<file path="config.mk">
export PLATFORM = sky130hd
export DESIGN_NAME = alu_serial_seq
export DESIGN_NICKNAME = d
export VERILOG_FILES = /design/src/rtl/alu_serial_seq.sv
export SDC_FILE = /design/constraint.sdc
export NUM_CORES = 1
export LEC_CHECK = 0
export CORE_ASPECT_RATIO = 0.9
export CORE_MARGIN = 4
export CORE_UTILIZATION = 25
export DETAILED_ROUTE_END_ITERATION = 8
export GPL_ROUTABILITY_DRIVEN = 0
export PLACE_DENSITY = 0.45
export SYNTH_ARGS = -nofsm -noshare
export SYNTH_HDL_FRONTEND = slang
export SYNTH_SLANG_ARGS = --single-unit
</file>
<file path="constraint.sdc">
create_clock -name i_clk -period 6.7 [get_ports i_clk]
set_clock_uncertainty 0.2 [all_clocks]
set_input_delay 1.34 -clock i_clk [delete_from_list [all_inputs] [get_ports i_clk]]
set_output_delay 1.34 -clock i_clk [all_outputs]
set_load 0.01 [all_outputs]
</file>
<file path="src/rtl/alu_serial_seq.sv">
// alu_serial_seq: bit-serial sequencer that drives one combinational 1-bit ALU
// slice for WIDTH cycles, LSB first, and assembles a WIDTH-bit result with
// Zero/CarryOut flags.
// Optional feature: define ALU_SERIAL_OVF_EN to add the o_overflow port
// (signed overflow for ADD/SUB).
//
//   state  | meaning
//   S_IDLE | waiting for i_start; slice data inputs forced low
//   S_RUN  | presenting bit r_idx to the slice, capturing one result bit per clock
//   S_DONE | one-cycle Done pulse; i_start here chains straight into S_RUN
module alu_serial_seq #(
  parameter int WIDTH = 24
) (
  input  logic             i_clk,
  input  logic             i_rst,
  input  logic             i_start,
  input  logic [2:0]       i_alu_op,
  input  logic [WIDTH-1:0] i_op_a,
  input  logic [WIDTH-1:0] i_op_b,
  output logic             o_alu_a,
  output logic             o_alu_b,
  output logic             o_alu_cin,
  output logic             o_alu_binvert,
  output logic [1:0]       o_alu_op,
  input  logic             i_alu_result,
  input  logic             i_alu_cout,
  output logic             o_busy,
  output logic             o_done,
  output logic [WIDTH-1:0] o_result,
  output logic             o_zero,
`ifdef ALU_SERIAL_OVF_EN
  output logic             o_overflow,
`endif
  output logic             o_carry_out
);

  localparam int IW = $clog2(WIDTH);
  localparam logic [IW-1:0] LAST_IDX = IW'(WIDTH - 1);

  typedef enum logic [1:0] {S_IDLE, S_RUN, S_DONE} state_t;

  state_t           r_state;
  state_t           w_next;
  logic [WIDTH-1:0] r_a;
  logic [WIDTH-1:0] r_b;
  logic [2:0]       r_op;
  logic [IW-1:0]    r_idx;
  logic             r_carry;
  logic [WIDTH-1:0] r_result;
  logic             r_zero;
  logic             r_carry_out;
  logic             w_accept;
  logic             w_last;
  logic             w_run;
  logic             w_cin;
  logic [WIDTH-1:0] w_res_nxt;

  // Next-state decode; a Start is only honoured from IDLE or DONE.
  always_comb begin
    w_next   = r_state;
    w_accept = 1'b0;
    case (r_state)
      S_IDLE: begin
        if (i_start) begin
          w_accept = 1'b1;
          w_next   = S_RUN;
        end
      end
      S_RUN: begin
        if (w_last) w_next = S_DONE;
      end
      S_DONE: begin
        if (i_start) begin
          w_accept = 1'b1;
          w_next   = S_RUN;
        end else begin
          w_next = S_IDLE;
        end
      end
      default: w_next = S_IDLE;
    endcase
  end

  // Slice drive and result assembly; bit 0 takes BInvert as carry-in so SUB is A + ~B + 1.
  always_comb begin
    w_run          = (r_state == S_RUN);
    w_last         = (r_idx == LAST_IDX);
    w_cin          = (r_idx == '0) ? r_op[2] : r_carry;
    o_alu_a        = w_run & r_a[r_idx];
    o_alu_b        = w_run & r_b[r_idx];
    o_alu_cin      = w_run & w_cin;
    o_alu_binvert  = r_op[2];
    o_alu_op       = r_op[1:0];
    w_res_nxt      = r_result;
    w_res_nxt[r_idx] = i_alu_result;
  end

  // Sequencer state, operand latches, bit counter and result/flag registers.
  always_ff @(posedge i_clk) begin
    if (i_rst) begin
      r_state     <= S_IDLE;
      r_a         <= '0;
      r_b         <= '0;
      r_op        <= '0;
      r_idx       <= '0;
      r_carry     <= 1'b0;
      r_result    <= '0;
      r_zero      <= 1'b0;
      r_carry_out <= 1'b0;
    end else begin
      r_state <= w_next;
      if (w_accept) begin
        r_a      <= i_op_a;
        r_b      <= i_op_b;
        r_op     <= i_alu_op;
        r_idx    <= '0;
        r_carry  <= 1'b0;
        r_result <= '0;
      end else if (w_run) begin
        r_result <= w_res_nxt;
        r_carry  <= i_alu_cout;
        if (w_last) begin
          r_zero      <= (w_res_nxt == '0);
          r_carry_out <= i_alu_cout;
        end else begin
          r_idx <= r_idx + 1'b1;
        end
      end
    end
  end

`ifdef ALU_SERIAL_OVF_EN
  logic r_overflow;

  // Signed overflow is carry-into xor carry-out of the MSB, meaningful only for ADD/SUB.
  always_ff @(posedge i_clk) begin
    if (i_rst) begin
      r_overflow <= 1'b0;
    end else if (w_run && w_last) begin
      r_overflow <= (r_op[1:0] == 2'b10) & (w_cin ^ i_alu_cout);
    end
  end

  assign o_overflow = r_overflow;
`endif

  assign o_busy      = (r_state == S_RUN);
  assign o_done      = (r_state == S_DONE);
  assign o_result    = r_result;
  assign o_zero      = r_zero;
  assign o_carry_out = r_carry_out;

endmodule

</file>
# [Word level (Yosys, flattened, before mapping)]
# Index checks and enable logic that the tools add are counted.
[totals] mem_bits_rw=0 latchBits=0 romBits=0 regBits=85 in_bits=56 mem_count=0 elab_cells=45
[classes] n_addsub=1 muxes=14 n_reduce_logical=9 eq_ne=5 div=0 multipliers=0 bitwise=5 shift=0 n_lt_le_gt_ge=2
[op_table] operator="$bwmux W24" count=1
[op_table] operator="$logic_not A24 Y1" count=1
[op_table] operator="$bmux W1 S5" count=2
[op_table] operator="$mux W1" count=7
[op_table] operator="$lt A5 B6 Y1 const B" count=1
[op_table] operator="$pmux W2 S3" count=1
[op_table] operator="$add A5 B1 Y5 const B" count=1
[op_table] operator="$demux W1 S5" count=1
[op_table] operator="$eq A5 B5 Y1 const B" count=1
[op_table] operator="$ge A5 B1 Y1 const B" count=1
[op_table] operator="$logic_not A5 Y1" count=1
[op_table] operator="$mux W2" count=2
[op_table] operator="$reduce_and A2 Y1" count=2
[op_table] operator="$reduce_or A2 Y1" count=2
[op_table] operator="$and A1 B1 Y1" count=3
[op_table] operator="$reduce_and A3 Y1" count=1
[op_table] operator="$eq A2 B1 Y1 const B" count=1
[op_table] operator="$eq A2 B2 Y1 const B" count=1
[op_table] operator="$logic_not A2 Y1" count=1
[op_table] operator="$ne A2 B1 Y1 const B" count=1
[op_table] operator="$ne A2 B2 Y1 const B" count=1
[op_table] operator="$not A1 Y1" count=2
[op_table] operator="$logic_and A1 B1 Y1" count=1

# [Longest topological paths before layout]
[logic_depth] ltp_word=6 depth_mapped=10

# [Worst setup path after synthesis]
# No wires, ideal clock.
[synth_timing] path_type="reg2out" from="register r_idx[0]" to="output port o_alu_a" path_slack_ps=3444 arrival_time_ps=1716 t_required_ps=5160 path_stages_with_launch=7 path_cell_list="dfxtp_1 -> buf_2 -> buf_2 -> mux4_2 -> mux2i_1 -> a211o_1 -> a21oi_1"
[synth_via] elab_chain_cells=3
[synth_rtl] item="from (decl)" line="47" rtl="logic [IW-1:0] r_idx;"
[synth_rtl] item="from (signal assigned)" line="126" rtl="r_idx <= r_idx + 1'b1;"
[synth_rtl] item="$bmux W1 S5" line="89" rtl="o_alu_a = w_run & r_a[r_idx];"
[synth_rtl] item="$mux W1 (not written as such)" line="89"
[synth_rtl] item="$and A1 B1 Y1" line="89"
[synth_rtl] item="to (decl)" line="20" rtl="output logic o_alu_a,"
# No other way between the ends. The select of a mux whose other input is x is not followed.

# [Worst setup path in the final report]
# Same ends and word-level chain as after synthesis.

==> impl_metrics.toml <==
[run_status]
status = "finished clean"

[cells_and_area]
num-nets-final = 632
design_area_mm2 = 0.00545
areaGrowthSynthToFinish_pct = 32.2
n_antenna_cell = 0
drive_above_1_share_pct = 6.78
fill_cells = 1732

[power]
swShare_pct = 24.9
power_frac_clock_pct = 42.1
power.density_mw_per_mm2 = 218
p_seq_share_pct = 46.0
p_leak_nw = 1.89
p_int_mw = 0.892
comb_power_share_pct = 11.9
power_switching_mw = 0.296
ir_drop_uv = 100
p_total_mw = 1.19

[grt]
grt_first_pass_wirelength_mm = 19.4
antenna_found_initial = 0
overflow = 0
grt_pass1_vias = 3679
grt_usage_pct = 13.1
grt_max_degree = 58

[setup_path]
crit_fanout = 18
worstPathCellList = "mux4_2 -> nor2b_1 -> a211oi_1 -> a211o_1 -> a21oi_1 -> clkdlybuf4s50_1"
worstPathArrival_ns = 3.06
reg2reg_slack_ns = 3.20
critPathMaxStageDelay_ns = 1.00
crit_required_ns = 5.16
path_buf_inv = 1
cp_slowest_cell = "dfxtp_1"
path_delay_family = "flip-flops"
worstSetupEndpointType = "output pin"
r2r_end = "o_zero$_SDFFE_PP0P_"
rr_worst_depth = 6
start_kind = "flip-flop"
path_class = "flip-flop to output pin"
r2r-start = "r_idx[0]$_SDFFE_PP0N_"

[timing]
tightest_slew_ns = 1.02
setup_viol_count_final = 0
worst_slack_ns = 2.10
finalMaxSlewViolations = 0
max-slew-margin-rel_pct = 31.6
finalCriticalPeriod_ns = 4.60
layout_worst_path_cycle_share_pct = 68.7
final-hold-violation-count = 0
fmax_ghz = 0.217
rsz0062_at_grt = "no"
fin_setup_tns_ns = 0

[synth]
ys_ff_latch = 85
ys.flop_type = "dfxtp_1"
seq_area_frac_synth_pct = 41.3
avgSynthCellArea_um2 = 8.15
syn_area_mm2 = 0.00412
synth_fp_nets = 568
synth_edf_count = 0
async_flop_share_pct = 0
syn_inst = 506
synth_cell_type_count = 41
synth_warnings = 0

[route]
dr.pass1.iters = 4
drtIter0Drc = 201
num_vias = 3712
routed_via_density = 4.75
drc = 0
drt_wl_total_mm = 11.9
wl_per_cell_um = 15.2
ant_nets = 0

[floorplanning]
rows = 44
fp.dieArea_mm2 = 0.0186
start_util_pct = 25.5
coreArea_mm2 = 0.0162
ioPinCount = 90
die_w_um = 143
die_height_um = 130

[clock_tree]
h-tree-depth = 3
post_cts_resized = 0
cts_buffers = 9
clk_pin_slew_ns = 0.06
holdBufCountCts = 0
clk_path_buf_depth = 2
root_buffer = "clkbuf_16"
worstSkewPairLatency_ns = 0.34
cts_tree = "done"
clock_sinks = 85
cts_setup_buffers = 0

[worst_hold_path]
whs_path_depth = 2
hold_start = "r_a[2]$_SDFFE_PP0P_"
hp-class = "flip-flop to flip-flop"
whs_endpoint = "r_a[2]$_SDFFE_PP0P_"

[placement]
post_dp_cell_area_mm2 = 0.00515
place.detailed.hpwl_mm = 8.64
pre_cts_ws_ns = 2.41
port_buffers = 89

[run]
max_cap_violations = 0
synth_stat cells (8+ instances only):
| cell | count | area [um^2] |
|---|---|---|
| dfxtp_1 | 85 | 1700 |
| a211oi_1 | 8 | 60.1 |
| mux2i_1 | 17 | 170 |
| nor2b_1 | 13 | 81.3 |
| mux4_2 | 12 | 270 |
| nand2_1 | 116 | 435 |
| nor2_1 | 39 | 146 |
| a21oi_1 | 75 | 375 |
| nand4_1 | 10 | 62.6 |
| o21ai_0 | 18 | 90.1 |
| nand2b_1 | 11 | 68.8 |
| clkbuf_1 | 36 | 135 |
power groups by stage:
stage          combinational [mW]  clock [mW]  sequential, mW
2_1_floorplan              0.0844           0           0.549
3_3_place_gp                0.143           0           0.559
3_5_place_dp                0.144           0           0.559
4_1_cts                     0.144       0.520           0.547
5_1_grt                     0.158       0.540           0.549
6_report                    0.142       0.500           0.546
registers in the layout, summed over array words and instances, names as in the netlist:
signal,count
o_result,24
r_a,24
r_b,24
r_idx,5
r_op,3
r_state,2
o_carry_out,1
o_zero,1
r_carry,1
per-stage QoR:
step	hold slack [ns]	cells	util [%]
4_1_cts	0.254	782	33.7
6_report	0.253	782	33.7
3_3_place_gp	0.246	766	31.8
2_1_floorplan	0.233	506	-
5_1_grt	0.273	782	33.7
3_5_place_dp	0.245	766	31.8
cell families after synthesis:
logic type | count (synthesis) | synth area share (%)
AOI/OAI and AO/OA | 114 | 15.4
xor gates and xnor gates | 3 | 0.637
DFF | 85 | 41.3
muxes | 30 | 11.0
adders and majority gates | 6 | 1.82
buffers and inverters | 44 | 4.25
and+or+nand+nor | 224 | 25.7
cell usage in the layout (no fill, tap or decap), drive strengths merged, types with 2 or more instances in the layout:
master,n
mux4,12
mux2i,17
a211oi,8
clkdlybuf4s50,88
nand3b,3
xor2,2
nor2b,13
o21ai,18
a21oi,75
nor3b,6
and4bb,3
nor2,39
inv,5
buf,6
nand2b,11
dfxtp,85
ha,6
or3b,4
o2111ai,2
nand2,116
o31ai,7
a22oi,2
clkbuf,10
clkinv,3
nand3,5
nand4,10
nor4b,2
a211o,2
nor3,6
worst max-delay path by stage:
stage                          start      end  slack [ns]  cells after the start
2_1_floorplan  r_idx[0]$_SDFFE_PP0N_  o_alu_a        3.44                      6
3_3_place_gp   r_idx[0]$_SDFFE_PP0N_  o_alu_b        2.49                      6
3_5_place_dp   r_idx[0]$_SDFFE_PP0N_  o_alu_b        2.41                      6
4_1_cts        r_idx[0]$_SDFFE_PP0N_  o_alu_b        2.02                      6
5_1_grt        r_idx[0]$_SDFFE_PP0N_  o_alu_b        1.82                      6
6_report       r_idx[0]$_SDFFE_PP0N_  o_alu_a        2.10                      6
area by class of cell:
type | instances | area, um^2 | share of cell area (%)
clock buffers | 10 | 229 | 4.20
clock inverters | 6 | 70.1 | 1.29
inverters | 3 | 11.3 | 0.207
multi-input cells | 377 | 2260 | 41.4
flip-flops and latches | 85 | 1700 | 31.2
well taps | 207 | 259 | 4.75
repair buffers | 94 | 923 | 16.9
worst min-delay path, cell delays in order, from the launching register on:
cell,delay (ns)
dfxtp_1,0.31
nand2_1,0.05
a21oi_1,0.05
metal layers:
metal / up-vias / wire, um / global-route usage [%] / share of wire [%]
li1: 1888 / - / - / -
met1: 1734 / 5530 / 17.0 / 47
met2: 78 / 5650 / 21.5 / 48
met3: 12 / 589 / 3.77 / 5.0
met4: 0 / 106 / 3.05 / 0.89
met5: - / 0 / 0 / 0
No activity file was read; power rests on OpenSTA's default activity.
